[config.mk]
export PLATFORM = sky130hd
export DESIGN_NAME = cdb_arbiter_flat
export DESIGN_NICKNAME = d
export VERILOG_FILES = /design/src/rtl/cdb_arbiter_if.sv /design/src/rtl/cdb_arbiter.sv /design/src/flat_wrapper.sv
export SDC_FILE = /design/constraint.sdc
export NUM_CORES = 1
export LEC_CHECK = 0
export CELL_PAD_IN_SITES_DETAIL_PLACEMENT = 2
export CELL_PAD_IN_SITES_GLOBAL_PLACEMENT = 2
export CORE_AREA = 2 2 100 102
export CTS_CLUSTER_DIAMETER = 40
export DETAILED_ROUTE_END_ITERATION = 7
export DIE_AREA = 0 0 102 104
export MAX_ROUTING_LAYER = met4
export PLACE_DENSITY = 0.8
export SYNTH_ARGS = -nofsm -noshare
export SYNTH_HDL_FRONTEND = slang
export SYNTH_SLANG_ARGS = --single-unit
[constraint.sdc]
create_clock -name clk -period 4 [get_ports clk]
set_input_delay 0.8 -clock clk [delete_from_list [all_inputs] [get_ports clk]]
set_output_delay 0.8 -clock clk [all_outputs]
set_load 0.01 [all_outputs]
[src/rtl/cdb_arbiter_if.sv]
// FU-to-CDB handshake bundle: per-FU completion requests in, ready and CDB lanes out.
// The arbiter takes the slave view; the functional units (or a bench) take the master view.
interface cdb_arbiter_if #(
  parameter int unsigned FU_NUMBER = 4,
  parameter int unsigned CDB_WIDTH = 2,
  parameter int unsigned TAG_W     = 6
);

  logic [FU_NUMBER-1:0]            FU_complete_i;
  logic [FU_NUMBER-1:0][TAG_W-1:0] completed_tag_i;
  logic [FU_NUMBER-1:0]            FU_ready_o;
  logic [CDB_WIDTH-1:0]            CDB_en_o;
  logic [CDB_WIDTH-1:0][TAG_W-1:0] CDB_o;

  modport master (
    output FU_complete_i,
    output completed_tag_i,
    input  FU_ready_o,
    input  CDB_en_o,
    input  CDB_o
  );

  modport slave (
    input  FU_complete_i,
    input  completed_tag_i,
    output FU_ready_o,
    output CDB_en_o,
    output CDB_o
  );

endinterface

[src/rtl/cdb_arbiter.sv]
// Round-robin CDB arbiter: one holding slot per FU, up to CDB_WIDTH tags broadcast per
// cycle in rotating priority starting at rr_ptr, lanes packed from lane 0.
module cdb_arbiter #(
  parameter int unsigned FU_NUMBER   = 4,
  parameter int unsigned CDB_WIDTH   = 2,
  parameter int unsigned PREG_NUMBER = 64
) (
  input  logic         clk,
  input  logic         reset,
  input  logic         flush_i,
  cdb_arbiter_if.slave cdb
);

  localparam int unsigned TAG_W  = $clog2(PREG_NUMBER);
  localparam int unsigned PTR_W  = (FU_NUMBER > 1) ? $clog2(FU_NUMBER) : 1;
  localparam int unsigned CNT_W  = $clog2(CDB_WIDTH + 1);
  localparam int unsigned LANE_W = (CDB_WIDTH > 1) ? $clog2(CDB_WIDTH) : 1;

  logic [FU_NUMBER-1:0]            slot_valid_q, slot_valid_d;
  logic [FU_NUMBER-1:0][TAG_W-1:0] slot_tag_q, slot_tag_d;
  logic [PTR_W-1:0]                rr_ptr_q, rr_ptr_d;

  logic [FU_NUMBER-1:0]            grant_c;
  logic [FU_NUMBER-1:0]            ready_c;
  logic [CDB_WIDTH-1:0]            lane_en_c;
  logic [CDB_WIDTH-1:0][TAG_W-1:0] lane_tag_c;
  logic [PTR_W-1:0]                last_fu_c;

  // Priority scan from rr_ptr; the k-th valid slot found drives lane k.
  always_comb begin : grant_scan
    logic [CNT_W-1:0] n_granted;
    logic [PTR_W:0]   sum;
    logic [PTR_W-1:0] idx;
    grant_c    = '0;
    lane_en_c  = '0;
    lane_tag_c = '0;
    last_fu_c  = rr_ptr_q;
    n_granted  = '0;
    sum        = '0;
    idx        = '0;
    for (int unsigned off = 0; off < FU_NUMBER; off++) begin
      sum = {1'b0, rr_ptr_q} + (PTR_W+1)'(off);
      if (sum >= (PTR_W+1)'(FU_NUMBER)) begin
        sum = sum - (PTR_W+1)'(FU_NUMBER);
      end
      idx = sum[PTR_W-1:0];
      if (slot_valid_q[idx] && (n_granted < CNT_W'(CDB_WIDTH))) begin
        grant_c[idx]                         = 1'b1;
        lane_en_c[n_granted[LANE_W-1:0]]     = 1'b1;
        lane_tag_c[n_granted[LANE_W-1:0]]    = slot_tag_q[idx];
        last_fu_c                            = idx;
        n_granted                            = n_granted + CNT_W'(1);
      end
    end
  end

  // A granted slot frees up this cycle, so it may accept a new completion at the same edge.
  always_comb begin : handshake
    ready_c = '0;
    if (!flush_i) begin
      ready_c = ~slot_valid_q | grant_c;
    end
  end

  // Flush squashes both the broadcast and any capture in the same cycle.
  always_comb begin : cdb_drive
    cdb.CDB_en_o   = '0;
    cdb.CDB_o      = '0;
    cdb.FU_ready_o = ready_c;
    if (!flush_i) begin
      cdb.CDB_en_o = lane_en_c;
      cdb.CDB_o    = lane_tag_c;
    end
  end

  always_comb begin : next_state
    slot_valid_d = slot_valid_q;
    slot_tag_d   = slot_tag_q;
    rr_ptr_d     = rr_ptr_q;
    if (flush_i) begin
      slot_valid_d = '0;
      rr_ptr_d     = '0;
    end else begin
      for (int unsigned i = 0; i < FU_NUMBER; i++) begin
        if (cdb.FU_complete_i[i] && ready_c[i]) begin
          slot_valid_d[i] = 1'b1;
          slot_tag_d[i]   = cdb.completed_tag_i[i];
        end else if (grant_c[i]) begin
          slot_valid_d[i] = 1'b0;
        end
      end
      // Next priority goes to the FU just after the last one served.
      if (|grant_c) begin
        if (last_fu_c == PTR_W'(FU_NUMBER - 1)) begin
          rr_ptr_d = '0;
        end else begin
          rr_ptr_d = last_fu_c + PTR_W'(1);
        end
      end
    end
  end

  always_ff @(posedge clk or posedge reset) begin : state_reg
    if (reset) begin
      slot_valid_q <= '0;
      slot_tag_q   <= '0;
      rr_ptr_q     <= '0;
    end else begin
      slot_valid_q <= slot_valid_d;
      slot_tag_q   <= slot_tag_d;
      rr_ptr_q     <= rr_ptr_d;
    end
  end

endmodule

[src/flat_wrapper.sv]
// flat-port wrapper written by rule: the top's interface ports become plain ports
module cdb_arbiter_flat 
#(
  parameter int unsigned FU_NUMBER   = 4,
  parameter int unsigned CDB_WIDTH   = 2,
  parameter int unsigned PREG_NUMBER = 64
)
  (clk, reset, flush_i, cdb_FU_complete_i, cdb_completed_tag_i, cdb_FU_ready_o, cdb_CDB_en_o, cdb_CDB_o);
  cdb_arbiter_if #(.FU_NUMBER(FU_NUMBER), .CDB_WIDTH(CDB_WIDTH), .TAG_W((6))) cdb_i ();
  input  logic clk;
  input  logic reset;
  input  logic flush_i;
  input wire logic [$bits(cdb_i.FU_complete_i)-1:0] cdb_FU_complete_i;
  input wire logic [$bits(cdb_i.completed_tag_i)-1:0] cdb_completed_tag_i;
  output wire logic [$bits(cdb_i.FU_ready_o)-1:0] cdb_FU_ready_o;
  output wire logic [$bits(cdb_i.CDB_en_o)-1:0] cdb_CDB_en_o;
  output wire logic [$bits(cdb_i.CDB_o)-1:0] cdb_CDB_o;
  assign cdb_i.FU_complete_i = cdb_FU_complete_i;
  assign cdb_i.completed_tag_i = cdb_completed_tag_i;
  assign cdb_FU_ready_o = cdb_i.FU_ready_o;
  assign cdb_CDB_en_o = cdb_i.CDB_en_o;
  assign cdb_CDB_o = cdb_i.CDB_o;
  cdb_arbiter #(.FU_NUMBER(FU_NUMBER), .CDB_WIDTH(CDB_WIDTH), .PREG_NUMBER(PREG_NUMBER)) u_core (.clk(clk), .reset(reset), .flush_i(flush_i), .cdb(cdb_i));
endmodule
# Yosys cells after proc, flatten, opt, wreduce, memory -nomap -nowiden

Cells that the tools add are included.

Register bits: 30
Latch bits: 0
Memory bits (writable): 0
Bits in read-only memories: 0
Input port bits: 31
Output and inout bits: 18
Logic and storage cells: 151
Memories kept: 0

Add/sub/neg operators: 10
Multiply operators: 0
Div/mod/pow operators: 0
Magnitude comparators: 21
Equality and inequality tests: 1
Shift-type cells: 0
Mux-type cells: 77
Bitwise gates (word level): 9
Reduce and logical (&&, ||, !) cells: 24

Operators by type and width:

| kind                | number |
|---|---|
| $bmux 6 s2          | 4 |
| $mux 12             | 4 |
| $mux 6              | 8 |
| $bwmux 12           | 3 |
| $mux 2              | 17 |
| $mux 4              | 6 |
| $mux 1              | 21 |
| $demux 6 s1         | 3 |
| $or 4x4->4          | 4 |
| $logic_and 1x1->1   | 14 |
| $lt 2x3->1 const B  | 4 |
| $reduce_bool 3->1   | 4 |
| $ge 3x3->1 const B  | 3 |
| $bmux 1 s2          | 4 |
| $demux 1 s2         | 4 |
| $ge 2x1->1 const B  | 4 |
| $lt 1x2->1 const B  | 4 |
| $reduce_and 2->1    | 4 |
| $sub 2x1->2 const B | 4 |
| $add 2x2->3 const B | 2 |
| $add 2x1->2 const B | 2 |
| $lt 2x2->1 const B  | 2 |
| $not 4->4           | 1 |
| $or 2x2->2          | 2 |
| 10 further kinds    | 14 |

# Longest topological paths before layout

Gate-level depths: netlist (run 1).

Depth in word-level cells: 19
Depth in mapped cells: 16
Mapped depth without buffers: 12

# Worst setup path after synthesis (run 1)

OpenSTA, ideal clock, no wires.

Kind: register -> output
Start: register u_core.rr_ptr_q[1]
End: output cdb_CDB_en_o[0]
Arrival: 3.680 ns
Path slack: -0.480 ns
Stages on the path, launching flop included: 16
Path buffers: 4
Cell sequence: dfrtp_1 -> buf_6 -> buf_2 -> inv_1 -> ha_1 -> buf_2 -> mux2i_1 -> mux2i_1 -> ha_1 -> or2_2 -> o22ai_1 -> nand2_1 -> nor2_1 -> clkbuf_1 -> inv_1 -> a31oi_1

Longest elaborated chain between the ends: 18
Elaborated cells between the ends (all ways): 57

Ends and longest elaborated chain:

| element                                                        | RTL line                             | source |
|---|---|---|
| start: declaration                                             | cdb_arbiter.sv:21                    | `logic [PTR_W-1:0] rr_ptr_q, rr_ptr_d;` |
| start signal: assignment                                       | cdb_arbiter.sv:111                   | `rr_ptr_q <= rr_ptr_d;` |
| $ge 2x3->1 or $sub 2x1->2 (tied branches)                      | cdb_arbiter.sv:43, cdb_arbiter.sv:44 |  |
| $mux 2                                                         | cdb_arbiter.sv:43                    | `if (sum >= (PTR_W+1)'(FU_NUMBER)) begin` |
| $bmux 1 s2                                                     | cdb_arbiter.sv:47                    | `if (slot_valid_q[idx] && (n_granted < CNT_W'(CDB_WIDTH))) begin` |
| $mux 1 (implied by the code)                                   | cdb_arbiter.sv:47                    |  |
| $mux 1                                                         | cdb_arbiter.sv:47                    |  |
| $lt 1x2->1                                                     | cdb_arbiter.sv:47, cdb_arbiter.sv:49 |  |
| $logic_and 1x1->1                                              | cdb_arbiter.sv:47                    |  |
| $mux 2                                                         | cdb_arbiter.sv:47                    |  |
| (+2 left out)                                                  | --                                   |  |
| $mux 2                                                         | cdb_arbiter.sv:47                    |  |
| $lt 1x2->1 (implied by the code) or $ge 1x1->1 (tied branches) | cdb_arbiter.sv:49                    | `lane_en_c[n_granted[LANE_W-1:0]] = 1'b1;` |
| $logic_and 1x1->1 (implied by the code)                        | cdb_arbiter.sv:49                    |  |
| $mux 1 (implied by the code)                                   | cdb_arbiter.sv:49                    |  |
| $demux 1 s1                                                    | --                                   |  |
| $or 2x2->2 (no source line)                                    | --                                   |  |
| $mux 2 *                                                       | cdb_arbiter.sv:47                    |  |
| $mux 2 *                                                       | cdb_arbiter.sv:70                    | `if (!flush_i) begin` |
| end: declaration                                               | flat_wrapper.sv:16                   | `output wire logic [$bits(cdb_i.CDB_en_o)-1:0] cdb_CDB_en_o;` |

Mark *: on every way between the ends. The rest lies on a longest branch, timed or not. The select of a mux whose other input is x is not followed.

# Worst setup path in the final report (run 1)

Start: register u_core.rr_ptr_q[0]
End: output cdb_CDB_o[10]

Longest elaborated chain between the ends: 18
Elaborated cells between the ends (all ways): 62

Ends and longest elaborated chain:

| element                                                        | RTL line                             | source |
|---|---|---|
| $ge 2x3->1 or $sub 2x1->2 (tied branches)                      | cdb_arbiter.sv:43, cdb_arbiter.sv:44 |  |
| $mux 2                                                         | cdb_arbiter.sv:43                    |  |
| $bmux 1 s2                                                     | cdb_arbiter.sv:47                    |  |
| $mux 1 (implied by the code)                                   | cdb_arbiter.sv:47                    |  |
| $mux 1                                                         | cdb_arbiter.sv:47                    |  |
| $lt 1x2->1                                                     | cdb_arbiter.sv:47, cdb_arbiter.sv:50 |  |
| $logic_and 1x1->1                                              | cdb_arbiter.sv:47                    |  |
| $mux 2                                                         | cdb_arbiter.sv:47                    |  |
| (+2 left out)                                                  | --                                   |  |
| $mux 2                                                         | cdb_arbiter.sv:47                    |  |
| $lt 1x2->1 (implied by the code) or $ge 1x1->1 (tied branches) | cdb_arbiter.sv:50                    | `lane_tag_c[n_granted[LANE_W-1:0]] = slot_tag_q[idx];` |
| $logic_and 1x1->1 (implied by the code)                        | cdb_arbiter.sv:50                    |  |
| $mux 6 (implied by the code)                                   | cdb_arbiter.sv:50                    |  |
| $demux 6 s1                                                    | --                                   |  |
| $bwmux 12                                                      | cdb_arbiter.sv:50                    |  |
| $mux 12 *                                                      | cdb_arbiter.sv:47                    |  |
| $mux 12 *                                                      | cdb_arbiter.sv:70                    |  |
| end: declaration                                               | flat_wrapper.sv:17                   | `output wire logic [$bits(cdb_i.CDB_o)-1:0] cdb_CDB_o;` |

Marks and branches as above.

==> metrics.txt, run 1 <==
Port Buffers=48; Seq. cell area=about 750 um^2; met1 usage=0.2865; clock sink count=30; minimum clock period=roughly 4.0 ns; DP Wirelength=7627 um; largest net degree at the start of global routing=52; Die X-Extent=~100 um; Vias=2690; die area=between 10000 and 15000 um^2; Crit. End Element=primary output; Seq/Total Area, Yosys=0.2622; Post-Syn Area=between 2000 and 3000 um^2; global route hottest layer=met2; area grow syn2layout=42.44%; FP Rows=36; CTS tree=built; Final Power=about 3600 uW; Synth Warn #=0; pre-CTS setup slack=-0.1340 ns; sequential share of power=0.155; Clk pin slew, worst setup/hold paths=around 0.070 ns; CP startpoint kind=register; Worst-Margin Slew=approximately 0.67 ns; hold_buf cts=0; DRC=0; H-tree Lvls=2; CP Max Fanout=8; Slew HR=0.5533; fin util=0.4270; GP Congestion=between 0.8 and 0.9; P_int=roughly 2000 uW; power density cells=approximately 880 nW/um^2; Total GRT Usage=0.2111; Seq cells post-synth=30; clk_skew=roughly 0.0056 ns; clock power share=0.089; footprint of the multi-input gates=2157 um^2; Worst Path Required=roughly 3.2 ns; Mapped Avg Cell Area=10.84 um^2; met2 usage=0.3435; initial DRC count=170; Mapped Cells=~260; Comb power frac=0.756; Fill cells=between 1000 and 1500; syn_nets=~300; Initial Util=0.2998; Sw Share=0.4550; number of global-route vias before repair=roughly 3000; Layout Nets=between 300 and 400; Post-synth EDFFs=0; Final ANT Viol Nets=0; outcome=complete, no violations; WL per Instance=22.73 um; final hold viol count=0; min-delay worst type=register to register; maximum vdd drop=0.0003071 V; Via density=5.569; total gr overflow=0; final wirelength=~11000 um; net switching power=1641 uW; post-route setup slack=between 0.015 and 0.02 ns; Netlist cell types=45; GRT met3 Usage=0.01411; later-pin clock latency in the skew report=slightly below 0.3 ns; Pleak=roughly 0.0016 uW; Post-synth ARST share=1.000; Crit Path Class=register to primary output; Slew Viols, Final=0; I/O pin cnt=49; ys flop type=dfrtp_1; CP Data Arrival Time=about 3.2 ns; antenna violations before repair=0; Chip Height=104 um; core area=between 9000 and 10000 um^2; CTS max path bufs=2; layout cells sized above 1=0.4371; CTS Root Cell=clkbuf_8; Achievable Freq=between 200 and 300 MHz; diode count=0; DRT Pass-1 Iters=5; first-pass GRT wire length=~17000 um; fin crit share=0.9957; CTS Buf Count=5; commonest non-fill, non-tap cell in the layout=buf_4; Max Cap Viol=0; final setup vio count=0; commonest non-fill, non-tap cells in the layout=buf_4 (52), clkdlybuf4s50_1 (30), dfrtp_1 (28); worst hold slack=approximately 0.60 ns
-- per-stage QoR --
stage | area (um^2) | TNS [ns] | std cells
final | 4078 | 0 | 483
after global routing | 4078 | -0.6178 | 483
after CTS | 3935 | -0.1499 | 475
after detailed placement | 3741 | -0.8789 | 458
after global placement | 3741 | 0 | 458
after floorplan | 2970 | 0 | 264
-- layer usage --
| layer | share of wire | up-vias | wire length, um |
|---|---|---|---|
| met4 | 0.017 | 0 | 187 |
| met3 | 0.031 | 17 | 336 |
| met5 | 0 | - | 0 |
| met1 | 0.44 | 1411 | 4872 |
| met2 | 0.51 | 66 | 5585 |
| li1 | - | 1196 | - |
-- cell usage after synthesis (5+ instances only) --
cell type,number,area share
dfrtp_1,30,0.26
nor2_1,23,0.030
mux4_2,19,0.15
nand2_1,14,0.018
mux2_2,13,0.051
mux2_4,13,0.068
a22oi_1,11,0.029
a21oi_1,9,0.016
a31oi_1,9,0.020
ha_1,9,0.039
nand3_1,9,0.016
buf_2,8,0.014
clkbuf_1,8,0.010
mux2i_1,8,0.028
a211oi_1,7,0.018
inv_1,7,0.0092
a211o_1,6,0.018
buf_6,6,0.024
and2_1,5,0.011
and3_1,5,0.011
-- area by class of cell --
cell class / instances / area share
repair buffers: 102 / 0.2111
multi-input cells: 203 / 0.5290
inverters: 7 / 0.006444
clock inverters: 3 / 0.01105
flip-flops and latches: 30 / 0.1847
well taps: 133 / 0.04081
clock buffers: 5 / 0.01688
-- final timing paths --
kind,end,startpoint,slack [ns],cells after the start
min in group asynchronous,u_core.slot_valid_q[0],reset,0.89,3
worst max register to register,u_core.slot_tag_q[6],u_core.rr_ptr_q[0],0.54,15
max in group asynchronous,u_core.rr_ptr_q[0],reset,2.81,3
worst max-delay path,cdb_CDB_o[10],u_core.rr_ptr_q[0],0.02,14
worst min register to register,u_core.slot_tag_q[13],u_core.slot_tag_q[13],0.60,1
worst min-delay path,u_core.slot_tag_q[13],u_core.slot_tag_q[13],0.60,1
-- logic make-up (layout without fill, tap and decap cells) --
logic type,after synthesis,after routing,synth area share
buffers and inverters,31,117,0.06119
and+or+nand+nor,70,70,0.1180
muxes,57,57,0.3335
xor gates and xnor gates,3,3,0.009180
DFF,30,30,0.2622
adders and majority gates,9,9,0.03934
AOI/OAI and AO/OA,64,64,0.1766
-- registers in the layout, summed over array words and instances, names as in the netlist --
name and count:
u_core.rr_ptr_q 2, u_core.slot_tag_q 24, u_core.slot_valid_q 4
-- power by group through the flow --
stage / clock network (uW) / registers (uW) / logic, uW
3_5_place_dp: 0 / 552 / 2420
2_1_floorplan: 0 / 494 / 1620
5_1_grt: 338 / 579 / 2900
3_3_place_gp: 0 / 530 / 2320
4_1_cts: 324 / 552 / 2480
6_report: 320 / 561 / 2730
-- worst max-delay path: stages (launching register included) --
cell and delay [ns]:
dfrtp_2 0.38, inv_2 0.06, ha_4 0.31, mux2i_4 0.28, mux2i_4 0.13, buf_4 0.16
inv_2 0.09, ha_4 0.16, nor2b_1 0.05, a22oi_2 0.27, buf_4 0.17, nand3_1 0.14
buf_6 0.19, a211oi_2 0.21, dlygate4sd2_1 0.29
-- repair_timing --
| action | 4_1_cts | 5_1_grt |
|---|---|---|
| buffers inserted | 9 | 8 |
| cloned | 0 | 0 |
| endpoints found under the setup margin | 18 | 18 |
| gates resized for setup | 37 | 24 |
| pin swaps | 7 | 8 |
Note: power is estimated with default switching activity, not from simulation.
==> inputs of run 2 (changes only) <==
--- a/config.mk
+++ b/config.mk
@@ -9,8 +9,10 @@
 export CELL_PAD_IN_SITES_GLOBAL_PLACEMENT = 2
 export CORE_AREA = 2 2 100 102
 export CTS_CLUSTER_DIAMETER = 40
+export CTS_CLUSTER_SIZE = 40
 export DETAILED_ROUTE_END_ITERATION = 7
 export DIE_AREA = 0 0 102 104
+export GPL_ROUTABILITY_DRIVEN = 0
 export MAX_ROUTING_LAYER = met4
 export PLACE_DENSITY = 0.8
 export SYNTH_ARGS = -nofsm -noshare
==> constraint.sdc (replaced) <==
create_clock -name clk -period 3.2 [get_ports clk]
set_input_delay 0.64 -clock clk [delete_from_list [all_inputs] [get_ports clk]]
set_output_delay 0.64 -clock clk [all_outputs]
set_load 0.01 [all_outputs]
==> run 2 against run 1 <==
Net effect: the flow now finishes with violations (negative setup slack); combinational power is 52% higher; utilization is 5.2 points higher; clock skew is 0.0064 ns higher; total power is 45% higher; register-to-register slack worse by 0.77 ns; critical path depth is 2 lower; hold slack better by 0.022 ns; routed wire length is 24% higher; sequential power is 29% higher; clock power is 3% higher; via count is 8.2% higher; non-clock buffer count is 32 higher; critical path type unchanged; critical endpoint is now cdb_FU_ready_o[0]; largest power group unchanged.
==> metrics.txt, run 2 (synthesis results as in run 1) <==
maximum vdd drop=0.0003921 V (+28%); Achievable Freq=264.4 MHz; commonest non-fill, non-tap cells in the layout=buf_4 (70), clkdlybuf4s50_1 (30), dfrtp_1 (28); DP Wirelength=9019 um (+18%); Initial Util=0.2998 (unchanged); first-pass GRT wire length=20440 um (+21%); diode count=0 (unchanged); number of global-route vias before repair=3170 (+7.4%); final instance area=4578 um^2 (+12%); Port Buffers=48 (unchanged); Total GRT Usage=0.2603 (+0.04917); area grow syn2layout=59.92%; clk_skew=0.01200 ns (+0.006434 ns); CTS tree=built; Layout Nets=421 (+8.2%); final setup vio count=40 (+40); FP Rows=36 (unchanged); core area=9549 um^2 (unchanged); failing checks=negative setup slack; H-tree Lvls=2 (unchanged); post-route setup slack=-0.5821 ns (-0.5995 ns); Largest register FFs=24 (unchanged); CP startpoint=u_core.rr_ptr_q[0]; clock sink count=30 (unchanged); Pleak=0.001846 uW (+13%); DRT Pass-1 Iters=4 (-1); minimum clock period=between 3 and 4 ns; Chip Height=104 um (unchanged); CP startpoint kind=register; total gr overflow=0 (unchanged); Slew HR=0.5582 (+0.004900); Top Registers=u_core.slot_tag_q: 24 flops, u_core.slot_valid_q: 4 flops, u_core.rr_ptr_q: 2 flops; hold_buf cts=0 (unchanged); RSZ-0062 raised after global routing=true; Vias=2910 (+8.2%); WL per Instance=26.54 um (+17%); later-pin clock latency in the skew report=0.28 ns (about the same); antenna violations before repair=0 (unchanged); die area=10610 um^2 (unchanged); Final ANT Viol Nets=0 (unchanged); Worst Path Required=2.56 ns (-0.64 ns); power density cells=1139 nW/um^2 (+29%); DRC=0 (unchanged); fin crit share=1.182; min-delay worst type=register to register; Slew Viols, Final=0 (unchanged); CP Data Arrival Time=3.14 ns (-0.04 ns); Max Cap Viol=0 (unchanged); FF-to-FF Start=u_core.rr_ptr_q[0]; Via density=5.650 (+1.5%); I/O pin cnt=49 (unchanged); Clk pin slew, worst setup/hold paths=0.08 ns (about the same); layout cells sized above 1=0.5864 (+0.1492); Die X-Extent=102 um (unchanged); final wirelength=13670 um (+24%); Most flops, register=u_core.slot_tag_q; final hold viol count=0 (unchanged); Crit Path Class=register to primary output; Post-DP Area=4088 um^2 (+9.3%); initial DRC count=196 (+15%); setup TNS=-10.39 ns (-10.39 ns); CTS max path bufs=2 (unchanged); largest net degree at the start of global routing=52 (unchanged); Worst-Margin Slew=0.6627 ns (-0.007349 ns); Crit. End Element=primary output; outcome=finished, violations left; CTS Root Cell=clkbuf_8; CP Max Fanout=5 (-3); commonest non-fill, non-tap cell in the layout=buf_4; critical hold path startpoint=u_core.slot_tag_q[11]; CTS Buf Count=5 (unchanged)
==> run 2: changes by cell type in the layout (fill, tap and decap cells not counted), sizes merged <==
cell,change
dlymetal6s2s,-1
clkdlybuf4s15,-4
bufinv,-1
dlygate4sd2,-8
clkbuf,-1
clkinvlp,-1
buf,+47
clkinv,+1
==> run 2: area by class of cell <==
| type | instances | area (um^2) |
|---|---|---|
| Clock inverter | 2 | 12.51 |
| Inverter | 7 | 33.78 |
| Timing Repair Buffer | 134 | 1176 |
| Tap cell | 133 | 166.4 |
| Sequential cell | 30 | 753.2 |
| Fill cell | 968 | 4971 |
| Clock buffer | 6 | 82.58 |
| Multi-Input combinational cell | 203 | 2354 |
==> run 2: through the flow <==
stage | total power, uW | util | hold WS [ns] | setup WS [ns] | instances
finish | 5217 | 0.4794 | 0.6221 | -0.5821 | 515
global route | 5475 | 0.4794 | 0.6452 | -0.6691 | 515
CTS | 4812 | 0.4620 | 0.6105 | -0.4203 | 508
detailed placement | 4120 | 0.4281 | 0.5897 | -0.6776 | 481
global placement | 3855 | 0.4281 | 0.5448 | -0.5263 | 481
floorplan | 2785 | - | 0.5216 | -0.3706 | 264
==> run 2: worst paths after layout <==
check / endpoint / slack [ns] / depth (start not counted)
hold reg to reg: u_core.slot_tag_q[11] / 0.62 / 1
setup / recovery: cdb_FU_ready_o[0] / -0.58 / 12
min in group asynchronous: u_core.slot_valid_q[0] / 0.75 / 3
max in group asynchronous: u_core.rr_ptr_q[1] / 2.12 / 3
setup reg to reg: u_core.slot_tag_q[4] / -0.23 / 14
hold / removal: u_core.slot_tag_q[11] / 0.62 / 1
==> run 2: power by group <==
group	total (uW)	leakage [uW]	internal, uW	switching [uW]
registers	724	0.000355	508	216
logic	4160	0.00144	2120	2040
clock network	330	0.0000472	173	157
total	5220	0.00185	2810	2410
==> run 2: per-layer routing <==
metal	routed length (um)	part of all wire	global-route usage	vias to the layer above
li1	-	-	-	1251
met1	5770	0.42	0.3542	1534
met2	7100	0.52	0.4229	101
met3	510	0.037	0.01411	24
met4	286	0.021	0.06952	0
met5	0	0	-	-
==> run 2: worst max-delay path, stage by stage (launching register included) <==
cell and delay (ns):
dfrtp_2 0.45, inv_4 0.09, ha_4 0.23, mux2i_4 0.21
mux2i_4 0.24, ha_4 0.21, nor2_2 0.06, a22o_4 0.29
buf_4 0.17, a222oi_1 0.44, buf_4 0.22, a31oi_2 0.10
buf_2 0.16
==> run 2: timing repair <==
item / CTS / global route
buffers inserted: 21 / 9
pin swaps: 29 / 15
endpoints found under the setup margin: 43 / 44
gates resized for setup: 105 / 34
gates cloned: 0 / 0
